## src/rtl/substitui_bytes_inversa_pkg.sv

```systemverilog
// Shared definitions for the inverse SubBytes block: FSM encodings and block size.
package substitui_bytes_inversa_pkg;

    typedef enum logic {
        OCIOSO      = 1'b0,
        PROCESSANDO = 1'b1
    } estado_t;

    localparam int unsigned BYTES_BLOCO = 16;

endpackage

```

## src/rtl/substitui_bytes_inversa_sbox.sv

```systemverilog
// Combinational inverse AES S-box (FIPS-197), one byte in, one byte out.
module sbox_inversa (
    input  logic [7:0] entrada,
    output logic [7:0] saida
);

    always_comb begin
        saida = '0;
        case (entrada)
            8'h00: saida = 8'h52; 8'h01: saida = 8'h09; 8'h02: saida = 8'h6a; 8'h03: saida = 8'hd5; 8'h04: saida = 8'h30; 8'h05: saida = 8'h36; 8'h06: saida = 8'ha5; 8'h07: saida = 8'h38;
            8'h08: saida = 8'hbf; 8'h09: saida = 8'h40; 8'h0a: saida = 8'ha3; 8'h0b: saida = 8'h9e; 8'h0c: saida = 8'h81; 8'h0d: saida = 8'hf3; 8'h0e: saida = 8'hd7; 8'h0f: saida = 8'hfb;
            8'h10: saida = 8'h7c; 8'h11: saida = 8'he3; 8'h12: saida = 8'h39; 8'h13: saida = 8'h82; 8'h14: saida = 8'h9b; 8'h15: saida = 8'h2f; 8'h16: saida = 8'hff; 8'h17: saida = 8'h87;
            8'h18: saida = 8'h34; 8'h19: saida = 8'h8e; 8'h1a: saida = 8'h43; 8'h1b: saida = 8'h44; 8'h1c: saida = 8'hc4; 8'h1d: saida = 8'hde; 8'h1e: saida = 8'he9; 8'h1f: saida = 8'hcb;
            8'h20: saida = 8'h54; 8'h21: saida = 8'h7b; 8'h22: saida = 8'h94; 8'h23: saida = 8'h32; 8'h24: saida = 8'ha6; 8'h25: saida = 8'hc2; 8'h26: saida = 8'h23; 8'h27: saida = 8'h3d;
            8'h28: saida = 8'hee; 8'h29: saida = 8'h4c; 8'h2a: saida = 8'h95; 8'h2b: saida = 8'h0b; 8'h2c: saida = 8'h42; 8'h2d: saida = 8'hfa; 8'h2e: saida = 8'hc3; 8'h2f: saida = 8'h4e;
            8'h30: saida = 8'h08; 8'h31: saida = 8'h2e; 8'h32: saida = 8'ha1; 8'h33: saida = 8'h66; 8'h34: saida = 8'h28; 8'h35: saida = 8'hd9; 8'h36: saida = 8'h24; 8'h37: saida = 8'hb2;
            8'h38: saida = 8'h76; 8'h39: saida = 8'h5b; 8'h3a: saida = 8'ha2; 8'h3b: saida = 8'h49; 8'h3c: saida = 8'h6d; 8'h3d: saida = 8'h8b; 8'h3e: saida = 8'hd1; 8'h3f: saida = 8'h25;
            8'h40: saida = 8'h72; 8'h41: saida = 8'hf8; 8'h42: saida = 8'hf6; 8'h43: saida = 8'h64; 8'h44: saida = 8'h86; 8'h45: saida = 8'h68; 8'h46: saida = 8'h98; 8'h47: saida = 8'h16;
            8'h48: saida = 8'hd4; 8'h49: saida = 8'ha4; 8'h4a: saida = 8'h5c; 8'h4b: saida = 8'hcc; 8'h4c: saida = 8'h5d; 8'h4d: saida = 8'h65; 8'h4e: saida = 8'hb6; 8'h4f: saida = 8'h92;
            8'h50: saida = 8'h6c; 8'h51: saida = 8'h70; 8'h52: saida = 8'h48; 8'h53: saida = 8'h50; 8'h54: saida = 8'hfd; 8'h55: saida = 8'hed; 8'h56: saida = 8'hb9; 8'h57: saida = 8'hda;
            8'h58: saida = 8'h5e; 8'h59: saida = 8'h15; 8'h5a: saida = 8'h46; 8'h5b: saida = 8'h57; 8'h5c: saida = 8'ha7; 8'h5d: saida = 8'h8d; 8'h5e: saida = 8'h9d; 8'h5f: saida = 8'h84;
            8'h60: saida = 8'h90; 8'h61: saida = 8'hd8; 8'h62: saida = 8'hab; 8'h63: saida = 8'h00; 8'h64: saida = 8'h8c; 8'h65: saida = 8'hbc; 8'h66: saida = 8'hd3; 8'h67: saida = 8'h0a;
            8'h68: saida = 8'hf7; 8'h69: saida = 8'he4; 8'h6a: saida = 8'h58; 8'h6b: saida = 8'h05; 8'h6c: saida = 8'hb8; 8'h6d: saida = 8'hb3; 8'h6e: saida = 8'h45; 8'h6f: saida = 8'h06;
            8'h70: saida = 8'hd0; 8'h71: saida = 8'h2c; 8'h72: saida = 8'h1e; 8'h73: saida = 8'h8f; 8'h74: saida = 8'hca; 8'h75: saida = 8'h3f; 8'h76: saida = 8'h0f; 8'h77: saida = 8'h02;
            8'h78: saida = 8'hc1; 8'h79: saida = 8'haf; 8'h7a: saida = 8'hbd; 8'h7b: saida = 8'h03; 8'h7c: saida = 8'h01; 8'h7d: saida = 8'h13; 8'h7e: saida = 8'h8a; 8'h7f: saida = 8'h6b;
            8'h80: saida = 8'h3a; 8'h81: saida = 8'h91; 8'h82: saida = 8'h11; 8'h83: saida = 8'h41; 8'h84: saida = 8'h4f; 8'h85: saida = 8'h67; 8'h86: saida = 8'hdc; 8'h87: saida = 8'hea;
            8'h88: saida = 8'h97; 8'h89: saida = 8'hf2; 8'h8a: saida = 8'hcf; 8'h8b: saida = 8'hce; 8'h8c: saida = 8'hf0; 8'h8d: saida = 8'hb4; 8'h8e: saida = 8'he6; 8'h8f: saida = 8'h73;
            8'h90: saida = 8'h96; 8'h91: saida = 8'hac; 8'h92: saida = 8'h74; 8'h93: saida = 8'h22; 8'h94: saida = 8'he7; 8'h95: saida = 8'had; 8'h96: saida = 8'h35; 8'h97: saida = 8'h85;
            8'h98: saida = 8'he2; 8'h99: saida = 8'hf9; 8'h9a: saida = 8'h37; 8'h9b: saida = 8'he8; 8'h9c: saida = 8'h1c; 8'h9d: saida = 8'h75; 8'h9e: saida = 8'hdf; 8'h9f: saida = 8'h6e;
            8'ha0: saida = 8'h47; 8'ha1: saida = 8'hf1; 8'ha2: saida = 8'h1a; 8'ha3: saida = 8'h71; 8'ha4: saida = 8'h1d; 8'ha5: saida = 8'h29; 8'ha6: saida = 8'hc5; 8'ha7: saida = 8'h89;
            8'ha8: saida = 8'h6f; 8'ha9: saida = 8'hb7; 8'haa: saida = 8'h62; 8'hab: saida = 8'h0e; 8'hac: saida = 8'haa; 8'had: saida = 8'h18; 8'hae: saida = 8'hbe; 8'haf: saida = 8'h1b;
            8'hb0: saida = 8'hfc; 8'hb1: saida = 8'h56; 8'hb2: saida = 8'h3e; 8'hb3: saida = 8'h4b; 8'hb4: saida = 8'hc6; 8'hb5: saida = 8'hd2; 8'hb6: saida = 8'h79; 8'hb7: saida = 8'h20;
            8'hb8: saida = 8'h9a; 8'hb9: saida = 8'hdb; 8'hba: saida = 8'hc0; 8'hbb: saida = 8'hfe; 8'hbc: saida = 8'h78; 8'hbd: saida = 8'hcd; 8'hbe: saida = 8'h5a; 8'hbf: saida = 8'hf4;
            8'hc0: saida = 8'h1f; 8'hc1: saida = 8'hdd; 8'hc2: saida = 8'ha8; 8'hc3: saida = 8'h33; 8'hc4: saida = 8'h88; 8'hc5: saida = 8'h07; 8'hc6: saida = 8'hc7; 8'hc7: saida = 8'h31;
            8'hc8: saida = 8'hb1; 8'hc9: saida = 8'h12; 8'hca: saida = 8'h10; 8'hcb: saida = 8'h59; 8'hcc: saida = 8'h27; 8'hcd: saida = 8'h80; 8'hce: saida = 8'hec; 8'hcf: saida = 8'h5f;
            8'hd0: saida = 8'h60; 8'hd1: saida = 8'h51; 8'hd2: saida = 8'h7f; 8'hd3: saida = 8'ha9; 8'hd4: saida = 8'h19; 8'hd5: saida = 8'hb5; 8'hd6: saida = 8'h4a; 8'hd7: saida = 8'h0d;
            8'hd8: saida = 8'h2d; 8'hd9: saida = 8'he5; 8'hda: saida = 8'h7a; 8'hdb: saida = 8'h9f; 8'hdc: saida = 8'h93; 8'hdd: saida = 8'hc9; 8'hde: saida = 8'h9c; 8'hdf: saida = 8'hef;
            8'he0: saida = 8'ha0; 8'he1: saida = 8'he0; 8'he2: saida = 8'h3b; 8'he3: saida = 8'h4d; 8'he4: saida = 8'hae; 8'he5: saida = 8'h2a; 8'he6: saida = 8'hf5; 8'he7: saida = 8'hb0;
            8'he8: saida = 8'hc8; 8'he9: saida = 8'heb; 8'hea: saida = 8'hbb; 8'heb: saida = 8'h3c; 8'hec: saida = 8'h83; 8'hed: saida = 8'h53; 8'hee: saida = 8'h99; 8'hef: saida = 8'h61;
            8'hf0: saida = 8'h17; 8'hf1: saida = 8'h2b; 8'hf2: saida = 8'h04; 8'hf3: saida = 8'h7e; 8'hf4: saida = 8'hba; 8'hf5: saida = 8'h77; 8'hf6: saida = 8'hd6; 8'hf7: saida = 8'h26;
            8'hf8: saida = 8'he1; 8'hf9: saida = 8'h69; 8'hfa: saida = 8'h14; 8'hfb: saida = 8'h63; 8'hfc: saida = 8'h55; 8'hfd: saida = 8'h21; 8'hfe: saida = 8'h0c; 8'hff: saida = 8'h7d;
        endcase
    end

endmodule

```

## src/rtl/substitui_bytes_inversa.sv

```systemverilog
// Sequential InvSubBytes: substitutes BYTES_POR_CICLO bytes per clock through shared S-box lanes.
module substitui_bytes_inversa
    import substitui_bytes_inversa_pkg::*;
#(
    parameter int unsigned BYTES_POR_CICLO = 1
) (
    input  logic         clk,
    input  logic         rst,
    input  logic         inicio,
    input  logic [127:0] bloco,
    output logic         pronto,
    output logic [127:0] saida,
    output logic         valido
);

    localparam int unsigned GRUPOS  = BYTES_BLOCO / BYTES_POR_CICLO;
    localparam int unsigned CW      = (GRUPOS > 1) ? $clog2(GRUPOS) : 1;
    localparam int unsigned LARGURA = BYTES_POR_CICLO * 8;
    localparam int unsigned DESLOC  = $clog2(LARGURA);
    localparam logic [CW-1:0] ULTIMO = CW'(GRUPOS - 1);

    estado_t         estado_q, estado_d;
    logic [CW-1:0]   contador_q, contador_d;
    logic [127:0]    entrada_q, entrada_d;
    logic [127:0]    resultado_q, resultado_d;
    logic [127:0]    saida_q, saida_d;
    logic            valido_q, valido_d;

    logic [6:0]          base;
    logic [LARGURA-1:0]  grupo_entrada;
    logic [LARGURA-1:0]  grupo_saida;

    assign base          = 7'(contador_q) << DESLOC;
    assign grupo_entrada = entrada_q[base +: LARGURA];

    for (genvar g = 0; g < BYTES_POR_CICLO; g++) begin : g_lane
        sbox_inversa u_sbox (
            .entrada (grupo_entrada[8*g +: 8]),
            .saida   (grupo_saida[8*g +: 8])
        );
    end

    always_comb begin
        estado_d    = estado_q;
        contador_d  = contador_q;
        entrada_d   = entrada_q;
        resultado_d = resultado_q;
        saida_d     = saida_q;
        valido_d    = 1'b0;
        case (estado_q)
            OCIOSO: begin
                if (inicio) begin
                    entrada_d  = bloco;
                    contador_d = '0;
                    estado_d   = PROCESSANDO;
                end
            end
            PROCESSANDO: begin
                resultado_d[base +: LARGURA] = grupo_saida;
                // saida takes the merged value so the last group lands in the same edge
                if (contador_q == ULTIMO) begin
                    saida_d    = resultado_d;
                    valido_d   = 1'b1;
                    contador_d = '0;
                    estado_d   = OCIOSO;
                end else begin
                    contador_d = contador_q + CW'(1);
                end
            end
            default: estado_d = OCIOSO;
        endcase
    end

    always_ff @(posedge clk) begin
        if (rst) begin
            estado_q    <= OCIOSO;
            contador_q  <= '0;
            entrada_q   <= '0;
            resultado_q <= '0;
            saida_q     <= '0;
            valido_q    <= 1'b0;
        end else begin
            estado_q    <= estado_d;
            contador_q  <= contador_d;
            entrada_q   <= entrada_d;
            resultado_q <= resultado_d;
            saida_q     <= saida_d;
            valido_q    <= valido_d;
        end
    end

    assign pronto = (estado_q == OCIOSO);
    assign saida  = saida_q;
    assign valido = valido_q;

endmodule
```

## config.mk

```make
export PLATFORM = sky130hd
export DESIGN_NAME = substitui_bytes_inversa
export DESIGN_NICKNAME = d
export VERILOG_FILES = /design/src/rtl/substitui_bytes_inversa_pkg.sv /design/src/rtl/substitui_bytes_inversa_sbox.sv /design/src/rtl/substitui_bytes_inversa.sv
export SDC_FILE = /design/constraint.sdc
export NUM_CORES = 1
export LEC_CHECK = 0
export ABC_AREA = 1
export CAP_MARGIN = 10
export CORE_MARGIN = 2
export CORE_UTILIZATION = 40
export CTS_CLUSTER_DIAMETER = 200
export CTS_CLUSTER_SIZE = 14
export DETAILED_ROUTE_END_ITERATION = 10
export GPL_TIMING_DRIVEN = 0
export HOLD_SLACK_MARGIN = 0.02
export PLACE_DENSITY = 0.66
export SYNTH_ARGS = -nofsm -noshare
export SYNTH_HDL_FRONTEND = slang
export SYNTH_SLANG_ARGS = --single-unit
```

## constraint.sdc

```tcl
create_clock -name clk -period 5.05 [get_ports clk]
set_input_delay 1.01 -clock clk [delete_from_list [all_inputs] [get_ports clk]]
set_output_delay 1.01 -clock clk [all_outputs]
set_load 0.02 [all_outputs]
```

==> flow_summary.yaml <==
timing:
  setup_ws_ns: 0.08064
  hold_violations: 0
  max_slew_margin: 0.3170
  worst_pin_slew_ns: 1.017
  skew_ns: 0.02211
  fin_tns_setup_ns: 0
  maxSlewViolCount: 0
  setup-violations-final: 0
  clock.fmax_mhz: 201.2
  fin_crit_ns: 4.969
  rsz0062_at_grt: "no"
  fin_crit_sh: 0.9840
drt:
  drc: 0
  first_iter_violations: 2628
  via_per_inst: 5.817
  vias: 22480
  ant_nets: 0
  first_pass_iters: 6
  avgRoutedWirePerCell_um: 24.69
  wirelength_mm: 95.42
finish:
  area_delta_synth_final_pct: 21.53
  layout.nets: 3359
  fill_cells: 4980
  layout-drive-gt1-share: 0.07750
  stdcell_count: 3865
synthesis:
  syn-cell-area_um2: 19750
  syn_inst: 2907
  syn-num-nets: 3066
  synth_warnings: 0
  syn_area_per_cell_um2: 6.794
  synth_area_leaders: "dfxtp_1 (40%), nand2_1 (12%), o21ai_0 (9.1%)"
  ys_seq_elements: 390
  ys_seq_area_frac: 0.3953
  synth.largest_area_cell: "dfxtp_1"
  synth_top_area_frac: 0.3953
  synthDistinctLibCells: 38
placed_design:
  dpl.hpwl_mm: 72.63
  dp_cells: 3830
  gp_congestion: 1.051
  dpl_worst_slack_ns: 0.03809
  port_buffers: 259
setup_path:
  arrival_ns: 5.52
  critPathCapture: "saida[27]$_SDFFE_PP0P_"
  worstSetupStartpoint: "contador_q[1]$_SDFFE_PP0P_"
  endpoint_kind: "flip-flop"
  rr_worst_depth: 23
  rr_startpoint: "contador_q[1]$_SDFFE_PP0P_"
  crit_type: "reg2reg"
  r2r_slack_ns: 0.08
  r2r-end: "saida[27]$_SDFFE_PP0P_"
  critPathMaxFanout: 10
  required_ns: 5.60
  start_kind: "flip-flop"
hold_path:
  hold_path_class: "reg2reg"
run_status:
  status: "finished clean"
die:
  floorplan.initialDensity: 0.4043
  pin_count: 261
  dieArea_um2: 51170
  fp.dieH_um: 226.2
  die_x_um: 226.2
  row_count: 81
  core_region_area_um2: 48850
clock_tree:
  cts.sinks: 390
  post_cts_buffers: 0
  htreeDepth: 1
  cts_buffers: 31
  cts_tree: "built"
  cts-root-buf: "clkbuf_16"
  path_clk_slew_ns: 0.07
  insertion_delay_ns: 0.62
  clock_path_buffers: 3
global_route:
  overflow: 0
  grt_start_max_net_pins: 19
  track_usage: 0.3644
  antenna_found_initial: 4
  grt_pass1_wl_mm: 138.3
  grt_pass1_vias: 21370
power_and_ir_drop:
  report.power.total_uw: 8116
  peakVddDrop_mv: 0.2749
  power.density_nw_per_um2: 338.1
  p_leak_uw: 0.009793
run:
  maxCapViolations: 0
[per-layer routing]
layer | wire length (um) | global-route usage | share of wire | vias up
met5 | 27 | 0 | 0.00028 | -
met4 | 4340 | 0.1490 | 0.045 | 4
met3 | 9437 | 0.06922 | 0.099 | 265
met2 | 40910 | 0.5567 | 0.43 | 1290
met1 | 40700 | 0.5031 | 0.43 | 10720
li1 | - | - | - | 10200
[state kept, by name, indices dropped and copies added, names as in the netlist]
register and cells:
contador_q 4, entrada_q 128, estado_q 1, resultado_q 128
valido 1, saida 128
[report_power, final]
part / total [uW] / internal, uW / switching (uW)
clock: 2240 / 1100 / 1150
sequential: 3310 / 3240 / 75.8
combinational: 2560 / 701 / 1860
[cells in the mapped netlist, drive strengths merged]
cell / n
a21oi: 242
a31oi: 26
a32o: 2
a41oi: 2
buf: 87
clkbuf: 128
clkinv: 1
dfxtp: 390
ha: 28
inv: 146
nand2: 679
nand3: 369
nand4: 9
nor2: 265
nor3: 9
o2111ai: 4
o211ai: 11
o21ai: 447
o21bai: 1
o22ai: 1
or2: 59
xnor2: 1
[worst max-delay path: stages (launching register included)]
cell and delay (ns):
dfxtp_1 0.36, buf_4 0.19, inv_2 0.21, buf_4 0.28, nor2_1 0.06, nand2_1 0.11, nand3_1 0.14, nand2_1 0.09
nand2_1 0.05, inv_1 0.05, nand2_1 0.33, ha_1 0.57, inv_1 0.19, nand3_4 0.26, nand3_1 0.16, a21oi_1 0.34
nand2_1 0.10, nand3_1 0.15, nand3_2 0.22, nand2_2 0.31, nand3_1 0.34, nand2_1 0.17, nand2_1 0.09, o21ai_1 0.12
[area by class of cell]
| cell class | count | area, um^2 | area share |
|---|---|---|---|
| tap | 664 | 830.8 | 0.03461 |
| buffer | 215 | 1114 | 0.04640 |
| timing repair buffer | 260 | 2600 | 0.1083 |
| sequential | 390 | 7807 | 0.3253 |
| antenna | 1 | 2.502 | 0.0001043 |
| inverter | 147 | 556.8 | 0.02320 |
| clock inverter | 1 | 20.02 | 0.0008341 |
| multi-input combinational | 2155 | 10280 | 0.4283 |
| clock buffer | 32 | 789.5 | 0.03289 |
[metrics by stage]
stage | hold slack [ns] | cell area (um^2) | utilization
after global placement | 0.4420 | 23170 | 0.4744
after floorplan | 0.4292 | 19750 | -
after detailed placement | 0.4490 | 23170 | 0.4744
final | 0.4582 | 24000 | 0.4913
after CTS | 0.4585 | 23980 | 0.4909
after global routing | 0.4661 | 24000 | 0.4913
[kinds of logic (layout without fill, tap and decap cells)]
kind of cell | count (synthesis) | count (layout) | synth area share
simple gates | 1390 | 1390 | 0.3099
buf+inv | 362 | 655 | 0.08445
flops | 390 | 390 | 0.3953
fa+ha+maj | 28 | 28 | 0.01774
other cells | 0 | 1 | 0
xor+xnor | 1 | 1 | 0.0004436
compound gates | 736 | 736 | 0.1922
[worst min-delay path by stage]
stage	from	to	slack [ns]	cells after the start
detailed placement	entrada_q[112]$_SDFFE_PP0P_	entrada_q[112]$_SDFFE_PP0P_	0.45	2
CTS	entrada_q[112]$_SDFFE_PP0P_	entrada_q[112]$_SDFFE_PP0P_	0.46	2
global route	entrada_q[16]$_SDFFE_PP0P_	entrada_q[16]$_SDFFE_PP0P_	0.47	2
floorplan	entrada_q[104]$_SDFFE_PP0P_	entrada_q[104]$_SDFFE_PP0P_	0.43	2
finish	saida[44]$_SDFFE_PP0P_	saida[44]$_SDFFE_PP0P_	0.46	2
global placement	entrada_q[17]$_SDFFE_PP0P_	entrada_q[17]$_SDFFE_PP0P_	0.44	2
[what timing repair did]
action / CTS / global route
setup endpoints to repair: 0 / 71
hold buffers: 0 / 0
gates resized for setup: 0 / 3
[cells in the final DEF, fill, tap and decap left out, drive strengths merged]
cell type	Yosys	layout
nand2	679	679
o21ai	447	447
dfxtp	390	390
nand3	369	369
nor2	265	265
clkdlybuf4s50	0	259
a21oi	242	242
clkbuf	128	161
inv	146	147
buf	87	87
or2	59	59
ha	28	28
a31oi	26	26
o211ai	11	11
nor3	9	9
nand4	9	9
o2111ai	4	4
a32o	2	2
a41oi	2	2
diode	0	1
xnor2	1	1
o22ai	1	1
o21bai	1	1
clkinv	1	1
(Power assumes the default switching activity.)
